## src/rtl/payload_char_pkg.sv

```systemverilog
// Shared types and the character-class table for the payload byte decoder.
// Each class matches up to two inclusive byte ranges, optionally after folding A-Z to a-z.
package payload_char_pkg;

  localparam int unsigned N_CLASS = 72;

  typedef enum logic [2:0] {
    S_IDLE,
    S_SOD,
    S_BYTES,
    S_WAIT,
    S_FLUSH,
    S_EOD
  } state_t;

  typedef struct packed {
    logic [7:0] lo0;
    logic [7:0] hi0;
    logic [7:0] lo1;
    logic [7:0] hi1;
    logic       nocase;
  } class_t;

  typedef class_t [N_CLASS-1:0] class_tab_t;

  // Single-character classes 58..71, first character is class 58
  localparam logic [8*14-1:0] PUNCT_CHARS = "-_?=&%:@#~+;,!";

  function automatic class_t mk_class(input logic [7:0] lo0, input logic [7:0] hi0,
                                      input logic [7:0] lo1, input logic [7:0] hi1,
                                      input logic nocase);
    class_t c;
    c.lo0    = lo0;
    c.hi0    = hi0;
    c.lo1    = lo1;
    c.hi1    = hi1;
    c.nocase = nocase;
    return c;
  endfunction

  // Unused ranges are encoded empty as lo=FF, hi=00.
  function automatic class_t class_entry(input int unsigned k);
    class_t c;
    logic [7:0] ch;
    c  = mk_class(8'hFF, 8'h00, 8'hFF, 8'h00, 1'b0);
    ch = '0;
    if (k == 0) begin
      c = mk_class(8'h30, 8'h39, 8'hFF, 8'h00, 1'b0);
    end else if (k == 1) begin
      c = mk_class(8'h61, 8'h7A, 8'hFF, 8'h00, 1'b1);
    end else if (k >= 2 && k < 28) begin
      ch = 8'(32'h61 + k - 2);
      c  = mk_class(ch, ch, 8'hFF, 8'h00, 1'b1);
    end else if (k == 28) begin
      c = mk_class(8'h2E, 8'h2E, 8'hFF, 8'h00, 1'b0);
    end else if (k == 29) begin
      c = mk_class(8'h2F, 8'h2F, 8'hFF, 8'h00, 1'b0);
    end else if (k == 30) begin
      c = mk_class(8'h09, 8'h0D, 8'h20, 8'h20, 1'b0);
    end else if (k == 31) begin
      c = mk_class(8'h00, 8'h1F, 8'h7F, 8'h7F, 1'b0);
    end else if (k >= 32 && k < 58) begin
      ch = 8'(32'h41 + k - 32);
      c  = mk_class(ch, ch, 8'hFF, 8'h00, 1'b0);
    end else if (k >= 58 && k < 72) begin
      ch = 8'(PUNCT_CHARS >> (8 * (71 - k)));
      c  = mk_class(ch, ch, 8'hFF, 8'h00, 1'b0);
    end
    return c;
  endfunction

  function automatic class_tab_t build_class_table();
    class_tab_t t;
    t = '0;
    for (int unsigned k = 0; k < N_CLASS; k++) begin
      t    = t << $bits(class_t);
      t[0] = class_entry(N_CLASS - 1 - k);
    end
    return t;
  endfunction

  localparam class_tab_t CLASS_TABLE = build_class_table();

  function automatic logic in_range(input logic [7:0] b, input logic [7:0] lo,
                                    input logic [7:0] hi);
    return (b >= lo) && (b <= hi);
  endfunction

endpackage

```

## src/rtl/char_class_lut.sv

```systemverilog
// Combinational byte -> character-class hit vector, driven from the package table.
module char_class_lut
  import payload_char_pkg::*;
(
  input  logic [7:0]         ch,
  output logic [N_CLASS-1:0] hit
);

  logic [7:0] folded;

  always_comb begin
    folded = (ch >= 8'h41 && ch <= 8'h5A) ? (ch | 8'h20) : ch;
  end

  for (genvar k = 0; k < N_CLASS; k++) begin : g_cls
    localparam class_t C = CLASS_TABLE[k];
    logic [7:0] b;
    always_comb begin
      b      = C.nocase ? folded : ch;
      hit[k] = in_range(b, C.lo0, C.hi0) | in_range(b, C.lo1, C.hi1);
    end
  end

endmodule

```

## src/rtl/payload_char_decoder.sv

```systemverilog
// Serialises AXI-Stream payload words into one decoded byte per cycle and
// generates the engine sod/en/eod strobes, including a trailing flush cycle.
module payload_char_decoder #(
  parameter int unsigned DATA_W  = 64,
  parameter int unsigned N_CLASS = payload_char_pkg::N_CLASS
) (
  input  logic                clk,
  input  logic                rst_n,
  input  logic [DATA_W-1:0]   s_tdata,
  input  logic [DATA_W/8-1:0] s_tkeep,
  input  logic                s_tlast,
  input  logic                s_tvalid,
  output logic                s_tready,
  output logic [N_CLASS-1:0]  char_hit,
  output logic                en,
  output logic                sod,
  output logic                eod
);

  import payload_char_pkg::*;

  localparam int unsigned NB = DATA_W / 8;
  localparam int unsigned IW = (NB > 1) ? $clog2(NB) : 1;
  localparam int unsigned CW = $clog2(NB + 1);

  state_t            state, state_n;
  logic [DATA_W-1:0] data, data_n;
  logic [NB-1:0]     keep, keep_n;
  logic              last, last_n;
  logic [IW-1:0]     idx, idx_n;
  logic [CW-1:0]     nvalid, nvalid_n;
  logic              hs, load, last_byte;
  logic              tready_n;
  logic [7:0]        cur_byte;
  logic [N_CLASS-1:0] hit_n;
  logic [payload_char_pkg::N_CLASS-1:0] lut_hit;

  always_comb begin
    hs        = s_tvalid & s_tready;
    nvalid    = CW'($countones(keep));
    last_byte = (CW'(idx) + CW'(1)) == nvalid;
    state_n   = state;
    data_n    = data;
    keep_n    = keep;
    last_n    = last;
    idx_n     = idx;
    load      = 1'b0;
    case (state)
      S_IDLE: if (hs) begin
        load    = 1'b1;
        state_n = S_SOD;
      end
      S_SOD: begin
        idx_n   = '0;
        state_n = (nvalid == '0) ? S_FLUSH : S_BYTES;
      end
      S_BYTES: begin
        if (last_byte) begin
          if (last) begin
            state_n = S_FLUSH;
          end else if (hs) begin
            load = 1'b1;
          end else begin
            state_n = S_WAIT;
          end
        end else begin
          idx_n = idx + 1'b1;
        end
      end
      S_WAIT: if (hs) begin
        load    = 1'b1;
        state_n = S_BYTES;
      end
      S_FLUSH: state_n = S_EOD;
      S_EOD:   state_n = S_IDLE;
      default: state_n = S_IDLE;
    endcase
    if (load) begin
      data_n = s_tdata;
      keep_n = s_tkeep;
      last_n = s_tlast;
      idx_n  = '0;
    end
    nvalid_n = CW'($countones(keep_n));
    // An empty word reloaded mid-packet has no bytes to stream: go straight to flush
    if (load && state != S_IDLE && nvalid_n == '0) begin
      state_n = S_FLUSH;
    end
  end

  always_comb begin
    cur_byte = 8'(data_n >> {idx_n, 3'b000});
  end

  char_class_lut u_lut (
    .ch  (cur_byte),
    .hit (lut_hit)
  );

  // Outputs are registered from the next state so they line up with that state's cycle
  always_comb begin
    tready_n = (state_n == S_IDLE) || (state_n == S_WAIT) ||
               ((state_n == S_BYTES) && !last_n && ((CW'(idx_n) + CW'(1)) == nvalid_n));
    hit_n    = (state_n == S_BYTES) ? N_CLASS'(lut_hit) : '0;
  end

  always_ff @(posedge clk or negedge rst_n) begin
    if (!rst_n) begin
      state    <= S_IDLE;
      data     <= '0;
      keep     <= '0;
      last     <= 1'b0;
      idx      <= '0;
      s_tready <= 1'b0;
      char_hit <= '0;
      en       <= 1'b0;
      sod      <= 1'b0;
      eod      <= 1'b0;
    end else begin
      state    <= state_n;
      data     <= data_n;
      keep     <= keep_n;
      last     <= last_n;
      idx      <= idx_n;
      s_tready <= tready_n;
      char_hit <= hit_n;
      en       <= (state_n == S_BYTES) || (state_n == S_FLUSH);
      sod      <= (state_n == S_SOD);
      eod      <= (state_n == S_EOD);
    end
  end

endmodule

```

## config.mk

```make
export PLATFORM = sky130hd
export DESIGN_NAME = payload_char_decoder
export DESIGN_NICKNAME = d
export VERILOG_FILES = /design/src/rtl/payload_char_pkg.sv /design/src/rtl/char_class_lut.sv /design/src/rtl/payload_char_decoder.sv
export SDC_FILE = /design/constraint.sdc
export NUM_CORES = 1
export LEC_CHECK = 0
export CAP_MARGIN = 30
export CORE_ASPECT_RATIO = 2
export CORE_MARGIN = 8
export CORE_UTILIZATION = 44
export CTS_CLUSTER_DIAMETER = 40
export DETAILED_ROUTE_END_ITERATION = 6
export PLACE_DENSITY_LB_ADDON = 0.2
export SLEW_MARGIN = 20
export SYNTH_ARGS = -nofsm -noshare
export SYNTH_HDL_FRONTEND = slang
export SYNTH_HIERARCHICAL = 1
export SYNTH_SLANG_ARGS = --single-unit
```

## constraint.sdc

```tcl
create_clock -name clk -period 14.8 [get_ports clk]
set_input_delay 2.22 -clock clk [delete_from_list [all_inputs] [get_ports clk]]
set_output_delay 2.22 -clock clk [all_outputs]
set_load 0.01 [all_outputs]
```

==> results.ini <==
[route]
antenna_left=0
remaining_drc_errors=0
vias_per_cell=5.19
wl_mm=20.1
drt-wirelength-per-cell_um=17.8
vias=5864
initialDrtViolationCount=295
firstDrtPassIters=4

[critical_path]
endpoint_kind=register
path_class=reg2reg
crit_path_frequent_cell=fa_1
arrival_ns=8.89
crit_path_start_kind=register
cpPeakStageDelay_ns=0.64
r2r-start=keep[0]
crit_family=adder cells
cp_num_buf_inv=7
crit_slowest_cell=buf_4
required_ns=15.12
crit_start=keep[0]
worst-path-max-fanout=95

[placement]
hpwl_mm=15.2
io_buffers=151
place_inst=1097
routabilityCongestion=0.921

[cts]
cts_buffer_depth=2
cts_setup_buffers=0
cts.sink_count=155
clk_pin_slew_ns=0.06
cts_root_buf=clkbuf_16
cts_resized=0
insertion_delay_ns=0.41
cts_tree=built
numCtsBuffers=17
ctsHoldBuffers=0
h-tree-depth=4

[final_layout]
drive_above_1_share_pct=8.67
final_nets=1002
fillers=1538
diodes=0
instances_no_fill=1130
area_delta_synth_final_pct=29.7

[yosys]
synth_area_um2=7530
synth-seq-area-share_pct=51.5
ys_ff_latch=155
ys.flop_type=dfrtp_1
postSynthAreaPerCell_um2=9.66
synthCells=779
synth_cell_types=59
async_flop_share_pct=100
synth.net_count=871
synth_edf_count=0
ys_warn_count=6

[timing]
final-hold-violation-count=0
period_share_pct=57.9
period_minus_slack_ns=8.57
slew_viol_final=0
slew_headroom_pct=42.0
fin_tns_setup_ns=0
finalClockSkew_ns=0.00948
max_freq_mhz=117
worstMarginPinSlew_ns=0.867
setup_violations=0
rsz0062_at_grt=false

[floorplanning]
rows=67
core_um2=16800
die_x_um=108
num_io_pins=152
start_util_pct=44.9
dieArea_um2=21800
die_h_um=201

[global_routing]
grt_antenna_before_repair=0
gr-total-overflow=0
grt_pass1_vias=6091
grt_util_all_layers_pct=19.0
grt_max_degree=96
grt_pass1_wl_mm=32.0

[job]
timing.max_cap.violations=0

[hold_path]
worstHoldStart=data[15]
min_path_type=reg2reg

[status]
outcome=finished clean

==> cell type report <==
cell class	instances	area, µm²	area share [%]
timing repair buffer	159	1600	16.4
sequential	155	3880	39.7
tap	207	259	2.65
clock buffer	20	447	4.57
clock inverter	12	141	1.45
multi-input combinational	549	3340	34.2
inverter	28	105	1.08
==> cells by family after synthesis <==
group / Yosys count / synth area share [%]
AND/OR/NAND/NOR: 414 / 26.7
XOR/XNOR: 10 / 1.36
multiplexers: 24 / 3.59
AO/OA/AOI/OAI: 85 / 9.06
flip-flops: 155 / 51.5
adder cells (fa/ha/maj): 16 / 3.46
buffers and inverters: 75 / 4.31
==> metal layers <==
layer | track usage [%] | vias up | part of all wire (%)
met5 | 0 | - | 0
met4 | 12.0 | 0 | 5.1
met3 | 3.31 | 48 | 5.1
met2 | 33.8 | 193 | 54
met1 | 19.7 | 2771 | 36
li1 | - | 2852 | -
==> Yosys cell counts (all sizes together) (4+ instances only) <==
cell / count / area, µm²
nand2: 171 / 642
dfrtp: 155 / 3880
and2: 72 / 450
nor2: 70 / 263
inv: 28 / 105
or3: 28 / 175
buf: 24 / 133
mux2: 24 / 270
clkbuf: 23 / 86.3
nor3: 20 / 130
o211ai: 19 / 143
nand3: 14 / 70.1
a211o: 11 / 96.3
o21ai: 10 / 50.0
nand4: 9 / 56.3
fa: 8 / 160
ha: 8 / 100
o221ai: 8 / 70.1
xnor2: 8 / 85.1
a21oi: 6 / 30.0
nand2b: 6 / 37.5
nor2b: 5 / 31.3
nor4: 5 / 52.6
a21boi: 4 / 30.0
nand3b: 4 / 30.0
o211a: 4 / 40.0
==> cell usage in the layout, fill, tap and decap left out, drive strengths merged, types with 3 or more instances in the layout <==
cell / Yosys / layout
nand2: 171 / 171
dfrtp: 155 / 155
clkdlybuf4s50: 0 / 150
and2: 72 / 72
nor2: 70 / 70
inv: 28 / 30
or3: 28 / 28
mux2: 24 / 24
clkbuf: 23 / 20
nor3: 20 / 20
o211ai: 19 / 19
nand3: 14 / 14
a211o: 11 / 11
o21ai: 10 / 10
nand4: 9 / 9
buf: 24 / 9
o221ai: 8 / 8
fa: 8 / 8
ha: 8 / 8
xnor2: 8 / 8
a21oi: 6 / 6
nand2b: 6 / 6
clkinvlp: 0 / 5
nor2b: 5 / 5
nor4: 5 / 5
a21boi: 4 / 4
o211a: 4 / 4
nand3b: 4 / 4
a21o: 3 / 3
clkinv: 0 / 3
o41ai: 3 / 3
o21a: 3 / 3
or2: 3 / 3
==> sequential cells by signal, indices dropped and copies added (netlist names) <==
signal and count:
char_hit 72, data 64, keep 8, idx 3, state 3, en 1
eod 1, last 1, s_tready 1, sod 1
==> tightest hold or removal path: stages, from the launching register on <==
cell and delay (ns):
dfrtp_1 0.33, nand2_1 0.05, nand2_1 0.05
==> worst paths after layout <==
path / end / slack (ns) / cells past startpoint
max in group asynchronous: char_hit[52] / 11.82 / 3
worst min register to register: data[15] / 0.47 / 2
worst max-delay path: s_tready / 6.23 / 30
worst min-delay path: data[15] / 0.47 / 2
worst max register to register: s_tready / 6.23 / 30
min in group asynchronous: char_hit[2] / 1.83 / 1
==> through the flow <==
| stage | util [%] | hold WS, ns | area (µm²) | setup slack, ns |
|---|---|---|---|---|
| after floorplan | - | 0.439 | 7530 | 6.95 |
| after detailed placement | 54.6 | 0.456 | 9150 | 6.21 |
| after global placement | 54.5 | 0.451 | 9140 | 6.37 |
| after global routing | 58.2 | 0.482 | 9760 | 5.47 |
| after CTS | 58.1 | 0.472 | 9740 | 6.19 |
| final | 58.2 | 0.466 | 9760 | 6.23 |
Power is left out: the tool's default activity adds up to more than one toggle a clock period on the data nets, which glitch-free logic cannot reach.
